$ cat config.mk
export PLATFORM = sky130hd
export DESIGN_NAME = bf_program_loader
export DESIGN_NICKNAME = d
export VERILOG_FILES = /design/src/rtl/bf_program_loader.sv
export SDC_FILE = /design/constraint.sdc
export NUM_CORES = 1
export LEC_CHECK = 0
export CORE_MARGIN = 4
export CORE_UTILIZATION = 55
export DETAILED_ROUTE_END_ITERATION = 12
export PLACE_DENSITY = 0.88
export SLEW_MARGIN = 20
export SYNTH_ARGS = -nofsm -noshare
export SYNTH_HDL_FRONTEND = slang
export SYNTH_SLANG_ARGS = --single-unit
$ cat constraint.sdc
create_clock -name clock -period 6 [get_ports clock]
set_input_delay 1.2 -clock clock [delete_from_list [all_inputs] [get_ports clock]]
set_output_delay 1.2 -clock clock [all_outputs]
set_load 0.05 [all_outputs]
$ cat src/rtl/bf_program_loader.sv
// Program-memory loader for the BF machine: takes debounced switch opcodes, tracks
// bracket depth, appends HALT on Finish and raises PMInputDone for the control unit.
module bf_program_loader #(
  parameter int PMAW = 8,
  parameter int OPW  = 4
) (
  input  logic            clock,
  input  logic            reset,
  input  logic [OPW-1:0]  SwitchOp,
  input  logic            Enter,
  input  logic            Finish,
  input  logic            Clear,
  output logic [PMAW-1:0] PMAddress,
  output logic [OPW-1:0]  PMData,
  output logic            PMWren,
  output logic            PMInputDone,
  output logic            BracketError,
  output logic            Full,
  output logic [PMAW-1:0] ProgLen
);

  typedef enum logic [2:0] {LOAD, WRITE, WHALT, DONE, ERROR} state_t;

  localparam logic [OPW-1:0] OP_OPEN  = OPW'(5);
  localparam logic [OPW-1:0] OP_CLOSE = OPW'(6);
  localparam logic [OPW-1:0] OP_LAST  = OPW'(8);

  state_t          state_reg, state_next;
  logic [2:0]      sync1_reg, sync2_reg, prev_reg;
  logic [2:0]      evt;
  logic            enter_evt, finish_evt, clear_evt;
  logic [PMAW-1:0] addr_reg, addr_next;
  logic [PMAW-1:0] depth_reg, depth_next;
  logic [PMAW-1:0] len_reg, len_next;
  logic [OPW-1:0]  data_reg, data_next;
  logic            wren_reg, wren_next;
  logic            pending_reg, pending_next;
  logic            done_reg, err_reg;
  logic            op_valid, full;

  // Bit order {Clear, Finish, Enter}; an event is the first cycle sync2 sees a press.
  assign evt        = sync2_reg & ~prev_reg;
  assign enter_evt  = evt[0];
  assign finish_evt = evt[1];
  assign clear_evt  = evt[2];

  assign op_valid = (SwitchOp != '0) && (SwitchOp <= OP_LAST);
  assign full     = (addr_reg == {PMAW{1'b1}});

  always_ff @(posedge clock or negedge reset) begin
    if (!reset) begin
      sync1_reg   <= '0;
      sync2_reg   <= '0;
      prev_reg    <= '0;
      state_reg   <= LOAD;
      addr_reg    <= '0;
      depth_reg   <= '0;
      len_reg     <= '0;
      data_reg    <= '0;
      wren_reg    <= 1'b0;
      pending_reg <= 1'b0;
      done_reg    <= 1'b0;
      err_reg     <= 1'b0;
    end else begin
      sync1_reg   <= {Clear, Finish, Enter};
      sync2_reg   <= sync1_reg;
      prev_reg    <= sync2_reg;
      state_reg   <= state_next;
      addr_reg    <= addr_next;
      depth_reg   <= depth_next;
      len_reg     <= len_next;
      data_reg    <= data_next;
      wren_reg    <= wren_next;
      pending_reg <= pending_next;
      done_reg    <= !clear_evt && (state_reg == DONE);
      err_reg     <= !clear_evt && (state_reg == ERROR);
    end
  end

  always_comb begin
    state_next   = state_reg;
    addr_next    = addr_reg;
    depth_next   = depth_reg;
    len_next     = len_reg;
    data_next    = data_reg;
    wren_next    = 1'b0;
    pending_next = pending_reg;
    if (clear_evt) begin
      state_next   = LOAD;
      addr_next    = '0;
      depth_next   = '0;
      len_next     = '0;
      pending_next = 1'b0;
    end else begin
      case (state_reg)
        LOAD: begin
          if (enter_evt && op_valid && !full) begin
            if (SwitchOp == OP_CLOSE && depth_reg == '0) begin
              state_next   = ERROR;
              pending_next = 1'b0;
            end else begin
              if (SwitchOp == OP_OPEN)  depth_next = depth_reg + 1'b1;
              if (SwitchOp == OP_CLOSE) depth_next = depth_reg - 1'b1;
              wren_next  = 1'b1;
              data_next  = SwitchOp;
              state_next = WRITE;
              // A Finish arriving with this write is serviced once the address has advanced.
              if (finish_evt) pending_next = 1'b1;
            end
          end else if (finish_evt || pending_reg) begin
            wren_next    = 1'b1;
            data_next    = '0;
            pending_next = 1'b0;
            state_next   = WHALT;
          end
        end
        WRITE: begin
          addr_next  = addr_reg + 1'b1;
          len_next   = len_reg + 1'b1;
          state_next = LOAD;
          if (finish_evt) pending_next = 1'b1;
        end
        WHALT:   state_next = (depth_reg == '0) ? DONE : ERROR;
        DONE:    state_next = DONE;
        ERROR:   state_next = ERROR;
        default: state_next = LOAD;
      endcase
    end
  end

  assign PMAddress    = addr_reg;
  assign PMData       = data_reg;
  assign PMWren       = wren_reg;
  assign PMInputDone  = done_reg;
  assign BracketError = err_reg;
  assign Full         = full;
  assign ProgLen      = len_reg;

endmodule
Yosys cells after proc, flatten, opt, wreduce, memory -nomap -nowiden --
Cells that the tools add are included.
Storage, ports and cells: register bits 44, output and inout bits 24, logic and storage cells 81, bits of input ports 9
Cells by class: mux-type cells 30, reductions and logical operators 21, bitwise operators 3, equal/unequal tests 10, add/sub/neg operators 4, magnitude comparators 1
Operators by type and width (number):
- $mux 8 | 10
- $add 8x1->8 const B | 3
- $mux 3 | 5
- $mux 4 | 3
- $pmux 3 s4 | 1
- $mux 1 | 10
- $eq 4x3->1 const B | 2
- $eq 8x8->1 const B | 1
- $logic_not 8->1 | 1
- $reduce_and 4->1 | 2
- $reduce_bool 2->1 | 4
- $sub 8x1->8 const B | 1
- $eq 3x2->1 const B | 2
- $logic_and 1x1->1 | 6
- $reduce_bool 3->1 | 2
- $le 4x4->1 const B | 1
- $ne 2x2->1 const B | 2
- $ne 4x4->1 const B | 1
- $reduce_bool 4->1 | 1
- $and 3x3->3 | 1
- $eq 3x1->1 const B | 1
- $eq 3x3->1 const B | 1
- $logic_not 3->1 | 1
- $not 3->3 | 1
- other kinds (5) | 6

Longest topological paths before layout --
Gate-level depths: netlist of the first run.
depth in word-level cells 7, mapped depth 8

Worst setup path after synthesis of the first run --
OpenSTA, ideal clock, no wires.
path kind input port to flip-flop, start input port SwitchOp[3], end register depth_reg[7], library setup time 0.077 ns, path slack 2.941 ns, data arrival time 2.982 ns, stages on the path 7, path buffers 0, path through and4bb_2 > ha_1 > a21oi_1 > o2111ai_1 > and3_1 > or4_1 > a21oi_1
On the way: longest elaborated chain between the ends 6, elaborated cells on any way between the ends 17, those cells by class order compare (1); eq/ne (3); mux (5); reduce/logical (8)
RTL lines:
- from (decl) | RTL line 9 | input logic [OPW-1:0] SwitchOp,
- $le 4x4->1 (tied with other cells) | RTL line 47 | assign op_valid = (SwitchOp != '0) && (SwitchOp <= OP_LAST);
- $logic_and 1x1->1 / $mux 8 (equally long branches) | RTL line 47, 103
- $logic_and 1x1->1 / $mux 8 (equally long branches) | RTL line 97, 98
- $logic_and 1x1->1 / $mux 8 (equally long branches) | RTL line 97 | if (enter_evt && op_valid && !full) begin
- $reduce_bool 2->1 (no source line) / $mux 8 (equally long branches)
- $reduce_and 4->1 (no source line) / $mux 8 (equally long branches)
- to (signal assigned) | RTL line 70 | depth_reg <= depth_next;
- to (decl) | RTL line 33 | logic [PMAW-1:0] depth_reg, depth_next;
Parallel ways exist; a longest one is shown, timed or not. The select of a mux whose other input is x is not followed. A chain may end at the register's enable or synchronous reset.

Final worst setup path of the first run --
start input port SwitchOp[1], end register depth_reg[7]
The elaborated chain is that of the path after synthesis.

==> results.py, run 1 <==
metrics = {
    "run_status": {
        "status": "completed",
    },
    "timing": {
        "grt_setup_unrepaired": "no",
        "finalMaxSlewViolations": 0,
        "setup_ws_ps": 2450,
        "whs_ps": 356,
        "fin_crit_sh_pct": 59.2,
        "min_period_ps": 3550,
        "fmax_ghz": 0.282,
        "setup_violations": 0,
        "tightest_slew_ps": 949,
        "tns_ps": 0,
        "finalHoldViolCount": 0,
        "maxSlewHeadroom_pct": 36.7,
        "skew_ps": 6.49,
    },
    "synthesis": {
        "ys_warn_count": 0,
        "post_synth_num_cell_types": 45,
        "syn-mean-instance-area_um2": 10.4,
        "synth_nets": 230,
        "synth_edf_count": 0,
        "synth-seq-cells": 44,
        "synth_area_mm2": 0.00221,
        "seq_area_frac_synth_pct": 49.9,
        "synthArstFlopShare_pct": 100,
        "syn_inst": 212,
        "ys.flop_type": "dfrtp_1",
    },
    "routing": {
        "drcViolationCount": 0,
        "via_per_inst": 5.53,
        "drt_iter0_markers": 113,
        "vias": 1625,
        "antenna_left": 0,
        "drt_wl_total_mm": 4.22,
        "dr.pass1.iters": 4,
        "wl_per_cell_um": 14.4,
    },
    "placed_design": {
        "io_buffers": 32,
        "routabilityCongestion": 0.845,
        "place_inst": 286,
        "place_worst_setup_slack_ps": 2140,
        "hpwl_mm": 3.01,
        "dpl-instance-area_mm2": 0.00255,
    },
    "clock_tree": {
        "cts_tree": "done",
        "cts_made_buffers": 5,
        "htreeDepth": 2,
        "cts_setup_buffers": 0,
        "path_clk_slew_ps": 80,
        "cts_hold_buf": 0,
        "cts_resized": 0,
        "clockBufferDepth": 2,
        "insertion_delay_ps": 290,
        "clock_sink_count": 44,
        "cts-root-buf": "clkbuf_8",
    },
    "die": {
        "die_h_um": 71.4,
        "io_pins": 33,
        "fp.dieArea_mm2": 0.00509,
        "start_util_pct": 58.6,
        "coreArea_mm2": 0.00377,
        "num_rows": 22,
        "die_x_um": 71.4,
    },
    "grt": {
        "grt_pass1_vias": 1615,
        "antenna_found_initial": 0,
        "grt_pass1_wl_mm": 7.42,
        "grt_remaining_overflow": 0,
        "grt.total_usage_pct": 18.1,
        "grt_max_degree": 45,
    },
    "layout": {
        "syn2layout_area_growth_pct": 21.0,
        "drive_gt1_share_pct": 7.32,
        "final_cells": 294,
        "utilization_pct": 70.9,
        "multi_input_area_mm2": 0.00102,
        "diodes": 0,
        "seq_area_mm2": 0.00110,
        "fin_area_mm2": 0.00267,
        "n_fill_cell": 289,
        "nNetsFinal": 263,
    },
    "power": {
        "power.density_mw_per_mm2": 321,
        "power_uw": 859,
        "peakVddDrop_mv": 0.291,
        "p_leak_nw": 1.21,
    },
    "min_path": {
        "hp-start": "sync1_reg[2]",
        "holdCritPathClass": "register to register",
        "worstHoldEndpoint": "sync2_reg[2]",
        "min_path_cells": 0,
    },
    "worst_setup_path": {
        "start_kind": "primary input",
        "setup.worst_path.end_class": "register",
        "path_max_fanout": 11,
        "arrival_ps": 3760,
        "reg2regPathDepth": 6,
        "reg2reg_slack_ps": 3810,
        "r2r_start": "PMAddress[0]",
        "r2r_end": "depth_reg[7]",
        "worstPathRequired_ps": 6210,
        "critical_path_class": "primary input to register",
    },
    "job": {
        "cap_viol_max_count": 0,
    },
}
-- cells in the final DEF, fill, tap and decap left out, types with 3 or more instances in the layout --
master           count
nand2_1             17
or3_1                3
ha_1                 8
inv_1                8
xnor2_1              7
nand4_1              5
a21oi_1             11
nor2_1              24
dfrtp_1             44
clkbuf_8             7
clkdlybuf4s50_1     31
o21ai_0              6
nand3_1              7
and3_1               4
mux2i_1             10
nor3b_1              3
or4_1                3
xor2_1              11
-- how the worst max path moves through the flow --
stage	slack [ps]	depth (start not counted)	startpoint	to
finish	2450	8	SwitchOp[1]	depth_reg[7]
global route	2320	8	SwitchOp[1]	depth_reg[7]
CTS	2450	8	SwitchOp[1]	depth_reg[7]
detailed placement	2140	8	SwitchOp[0]	depth_reg[7]
global placement	2300	8	SwitchOp[1]	depth_reg[7]
floorplan	2940	7	SwitchOp[3]	depth_reg[7]
-- worst max-delay path, cell delays in order --
cell and delay (ps):
clkdlybuf4s50_1 550, and4bb_2 420, ha_1 280, a21oi_1 230
o2111ai_1 190, and3_1 220, or4_1 490, a21oi_1 170
-- power breakdown --
part / internal [mW] / switching (mW)
combinational: 0.0944 / 0.159
clock: 0.147 / 0.0933
sequential: 0.332 / 0.0337
-- metal layers --
layer | vias up | global-route usage [%] | routed length (um)
met5 | - | 0 | 0
met4 | 0 | 3.76 | 10
met3 | 2 | 4.91 | 231
met2 | 40 | 28.1 | 2010
met1 | 782 | 25.7 | 1970
li1 | 801 | - | -
-- final cells by class --
type	instances	share of cell area (%)
clock buffer	7	3.60
sequential	44	41.2
timing repair buffer	34	12.4
inverter	8	1.12
tap	48	2.25
multi-input combinational	152	38.3
clock inverter	1	1.12
-- cells by family after synthesis --
group                    after synthesis  synth area share (%)
AO/OA/AOI/OAI                         31                  8.78
multiplexers                          11                  5.21
buffers and inverters                 16                  3.74
flip-flops                            44                  49.9
XOR/XNOR                              18                  7.14
adder cells (fa/ha/maj)                9                  5.44
AND/OR/NAND/NOR                       83                  19.8
-- synthesized netlist by cell type, types with 3 or more instances --
library cell / number / area (um^2)
dfrtp_1: 44 / 1100
nor2_1: 24 / 90.1
nand2_1: 17 / 63.8
a21oi_1: 11 / 55.1
xor2_1: 11 / 96.3
mux2i_1: 10 / 100
ha_1: 8 / 100
inv_1: 8 / 30.0
nand3_1: 7 / 35.0
xnor2_1: 7 / 61.3
o21ai_0: 6 / 30.0
nand4_1: 5 / 31.3
and3_1: 4 / 25.0
nor3b_1: 3 / 22.5
or3_1: 3 / 18.8
or4_1: 3 / 22.5
Power figures use the tool's default switching activity.
==> run 2: changes to the inputs <==
- CORE_UTILIZATION: 55 -> 53
- PLACE_DENSITY: 0.88 -> 0.85
- clock period: 6 -> 3.6 ns (I/O delays scaled with it)
==> run 2 against run 1 <==
Against the previous run: sequential power is 67% higher; clock skew is 0.55 ps lower; final cell count is 0.68% higher; combinational power is 68% higher; setup slack worse by 1900 ps; via count is 0.55% higher; clock power is 59% higher; hold slack worse by 0.92 ps.
==> results.py, run 2 (same netlist as run 1, synthesis figures left out) <==
metrics = {
    "routing": {
        "wl_per_cell_um": 14.5,
        "via_per_inst": 5.52,
        "drt_iter0_markers": 73,
        "antenna_left": 0,
        "drt_wl_total_mm": 4.29,
        "dr.pass1.iters": 4,
        "vias": 1634,
        "drcViolationCount": 0,
    },
    "timing": {
        "fmax_ghz": 0.332,
        "finalMaxSlewViolations": 0,
        "fin_crit_sh_pct": 83.8,
        "maxSlewHeadroom_pct": 37.0,
        "tightest_slew_ps": 945,
        "skew_ps": 5.95,
        "grt_setup_unrepaired": "no",
        "min_period_ps": 3020,
        "finalHoldViolCount": 0,
        "tns_ps": 0,
        "setup_violations": 0,
    },
    "die": {
        "num_rows": 23,
        "die_x_um": 72.6,
        "start_util_pct": 54.8,
        "die_h_um": 72.6,
        "io_pins": 33,
        "fp.dieArea_mm2": 0.00526,
        "coreArea_mm2": 0.00403,
    },
    "clock_tree": {
        "cts_tree": "done",
        "htreeDepth": 2,
        "clock_sink_count": 44,
        "cts_hold_buf": 0,
        "path_clk_slew_ps": 90,
        "cts_setup_buffers": 0,
        "cts-root-buf": "clkbuf_8",
        "cts_made_buffers": 5,
        "cts_resized": 0,
        "insertion_delay_ps": 300,
        "clockBufferDepth": 2,
    },
    "placed_design": {
        "hpwl_mm": 3.05,
        "io_buffers": 32,
        "routabilityCongestion": 0.827,
    },
    "worst_setup_path": {
        "path_max_fanout": 11,
        "reg2reg_slack_ps": 1450,
        "critical_path_class": "primary input to register",
        "setup.worst_path.end_class": "register",
        "start_kind": "primary input",
        "worstPathRequired_ps": 3820,
        "crit_start": "SwitchOp[0]",
        "r2r_end": "depth_reg[7]",
        "arrival_ps": 3240,
        "reg2regPathDepth": 6,
        "endpoint": "depth_reg[7]",
        "r2r_start": "PMAddress[0]",
    },
    "min_path": {
        "holdCritPathClass": "register to register",
    },
    "power": {
        "power_mw": 1.42,
        "p_leak_nw": 1.21,
        "power.density_mw_per_mm2": 532,
        "peakVddDrop_mv": 0.463,
    },
    "grt": {
        "grt_pass1_wl_mm": 7.76,
        "grt_pass1_vias": 1697,
        "grt_remaining_overflow": 0,
        "antenna_found_initial": 0,
        "grt.total_usage_pct": 18.7,
        "grt_max_degree": 45,
    },
    "layout": {
        "utilization_pct": 66.1,
        "final_common_cell": "dfrtp_1",
        "diodes": 0,
        "syn2layout_area_growth_pct": 20.7,
        "layout_common_cells": "44 x dfrtp_1, 31 x clkdlybuf4s50_1, 24 x nor2_1",
        "nNetsFinal": 263,
        "drive_gt1_share_pct": 7.32,
    },
    "run_status": {
        "status": "completed",
    },
    "job": {
        "cap_viol_max_count": 0,
    },
}
## run 2: cell types whose count changed in the layout (fill, tap and decap cells not counted), sizes merged
cell,previous run,this run
clkbuf,7,5
clkinv,0,2
## run 2: worst max-delay path, cell delays in order
cell and delay [ps]:
clkdlybuf4s50_1 500, and4bb_2 510, ha_1 280, a21oi_1 220
o2111ai_1 180, and3_1 200, or4_1 460, a21oi_1 150
## run 2: per-layer routing
layer	GRT usage (%)	wire, um	vias to the layer above
li1	-	-	805
met5	0	0	-
met4	6.56	41	0
met1	23.5	1930	794
met3	5.26	177	4
met2	30.8	2140	31
## run 2: worst min-delay path by stage
stage,depth (start not counted),startpoint,to,slack (ps)
after floorplan,0,sync1_reg[0],sync2_reg[0],330
after global placement,0,sync1_reg[0],sync2_reg[0],330
final,0,sync1_reg[0],sync2_reg[0],360
after global routing,0,sync1_reg[0],sync2_reg[0],380
after detailed placement,0,sync1_reg[0],sync2_reg[0],330
after CTS,0,sync1_reg[0],sync2_reg[0],360
## run 2: final cells by class
cell class / instances / area (um^2)
fill: 311 / 1360
sequential: 44 / 1100
multi-input combinational: 152 / 1020
timing repair buffer: 34 / 330
clock buffer: 5 / 68.8
tap: 50 / 62.6
clock inverter: 3 / 47.5
inverter: 8 / 30.0
## run 2: power breakdown
group	total [mW]	switching (mW)	internal, mW
registers	0.610	0.0570	0.553
logic	0.425	0.268	0.157
clock network	0.381	0.173	0.209
## run 2: stage by stage
stage          cells  hold WS, ps  setup WS, ps  cell area [um^2]
4_1_cts          296          355           594              2670
5_1_grt          296          379           421              2670
6_report         296          355           583              2670
2_1_floorplan    212          331          1020              2210
3_5_place_dp     288          335           272              2550
3_3_place_gp     288          334           386              2550
==> run 3: changes to the inputs <==
- clock period: 3.6 -> 2.8 ns (I/O delays scaled with it)
==> run 3 against run 2 <==
Against the previous run: critical path depth rose by 1; hold slack got worse by 190 ps; die area did not move; combinational power rose by 34%; power rose by 31%; clock skew rose by 5.9 ps.
==> results.py, run 3 (same netlist as run 1, synthesis figures left out) <==
metrics = {
    "timing": {
        "skew_ps": 11.9,
        "tightest_slew_ps": 520,
        "tns_ps": 0,
        "min_period_ps": 2660,
        "setup_violations": 0,
        "finalHoldViolCount": 0,
        "finalMaxSlewViolations": 0,
        "maxSlewHeadroom_pct": 65.2,
        "fin_crit_sh_pct": 95.1,
        "fmax_ghz": 0.375,
    },
    "power": {
        "peakVddDrop_mv": 0.713,
        "p_leak_nw": 1.32,
        "power_mw": 1.85,
        "power.density_mw_per_mm2": 655,
    },
    "layout": {
        "final_cells": 317,
        "syn2layout_area_growth_pct": 28.1,
        "seq_area_mm2": 0.00110,
        "nNetsFinal": 284,
        "multi_input_area_mm2": 0.00103,
        "layout_common_cells": "44 x dfrtp_1, 30 x clkdlybuf4s50_1, 24 x nor2_1",
        "final_common_cell": "dfrtp_1",
        "utilization_pct": 70.2,
        "drive_gt1_share_pct": 14.6,
        "diodes": 0,
        "n_fill_cell": 301,
    },
    "clock_tree": {
        "htreeDepth": 2,
        "cts_hold_buf": 0,
        "clockBufferDepth": 2,
        "cts_made_buffers": 5,
        "path_clk_slew_ps": 90,
        "cts_tree": "done",
        "cts-root-buf": "clkbuf_8",
        "insertion_delay_ps": 300,
        "clock_sink_count": 44,
    },
    "routing": {
        "drcViolationCount": 0,
        "wl_per_cell_um": 15.0,
        "drt_iter0_markers": 207,
        "via_per_inst": 5.50,
        "antenna_left": 0,
        "dr.pass1.iters": 4,
        "vias": 1742,
        "drt_wl_total_mm": 4.75,
    },
    "job": {
        "cap_viol_max_count": 0,
    },
    "placed_design": {
        "io_buffers": 32,
        "routabilityCongestion": 0.833,
        "place_inst": 308,
        "hpwl_mm": 3.38,
    },
    "worst_setup_path": {
        "cp_cell_sequence": "clkdlybuf4s50_1, and4bb_4, buf_4, ha_1, nor2_1, o21bai_1, and3_1, or4_1, a21oi_1",
        "path_max_fanout": 7,
        "crit_start": "SwitchOp[1]",
        "reg2regPathDepth": 6,
        "setup.worst_path.end_class": "register",
        "start_kind": "primary input",
        "max_stage_delay_ps": 520,
        "cp_slowest_cell": "clkdlybuf4s50_1",
        "reg2reg_slack_ps": 650,
        "worstPathRequired_ps": 3020,
        "arrival_ps": 2880,
        "critical_path_class": "primary input to register",
        "r2r_start": "PMAddress[0]",
    },
    "grt": {
        "grt_pass1_wl_mm": 8.14,
        "grt.total_usage_pct": 19.8,
        "grt_remaining_overflow": 0,
        "grt_pass1_vias": 1726,
        "grt_max_degree": 28,
        "antenna_found_initial": 0,
    },
    "die": {
        "die_h_um": 72.6,
        "num_rows": 23,
        "die_x_um": 72.6,
        "io_pins": 33,
        "start_util_pct": 54.8,
        "fp.dieArea_mm2": 0.00526,
        "coreArea_mm2": 0.00403,
    },
    "run_status": {
        "status": "completed",
    },
    "min_path": {
        "holdCritPathClass": "primary input to asynchronous set/reset pin",
    },
}
## run 3: cell types whose count changed in the layout (fill, tap and decap cells not counted)
cell	change
and4bb_2	-1
and4bb_4	+1
buf_4	+21
clkdlybuf4s50_1	-1
dlymetal6s2s_1	+1
## run 3: final timing paths
path,endpoint
setup / recovery,depth_reg[7]
hold / removal,sync1_reg[0]
setup reg to reg,depth_reg[7]
hold reg to reg,sync2_reg[2]
max in group asynchronous,ProgLen[2]
min in group clock,sync2_reg[2]
## run 3: final cells by class
class                      instances  share of cell area (%)
sequential                        44                    38.9
tap                               50                    2.21
clock buffer                       5                    2.43
multi-input combinational        152                    36.4
timing repair buffer              55                    17.3
clock inverter                     3                    1.68
inverter                           8                    1.06
## run 3: metrics by stage
stage                     setup WS (ps)  hold slack, ps  area [um^2]
after global placement             -169             333         2700
after floorplan                     381             264         2210
after detailed placement           -231             337         2700
final                               137             166         2830
after CTS                          52.4             177         2820
after global routing              -32.9             186         2830
## run 3: critical path, delay by kind of cell
family                     cells  cell delay [ps]
AOI/OAI and AO/OA              2              290
and+or+nand+nor                4             1150
buffers and inverters          2              660
adders and majority gates      1              230
## run 3: what timing repair did
action                     in CTS  in global routing
resized for setup               0                  2
buffers inserted                0                  1
setup endpoints to repair       0                  2
## run 3: report_power, final
group          internal (mW)  leakage [nW]  switching [mW]  total [mW]
Clock                  0.269        0.0583           0.226       0.495
Sequential             0.711         0.586          0.0772       0.788
Combinational          0.219         0.677           0.351       0.570
Total                   1.20          1.32           0.654        1.85
## run 3: per-layer routing
layer / track usage [%] / vias up / routed length, um
met5: 0 / - / 0
met4: 7.79 / 0 / 91
met3: 5.12 / 10 / 233
met2: 30.5 / 54 / 2270
met1: 26.9 / 834 / 2160
li1: - / 844 / -
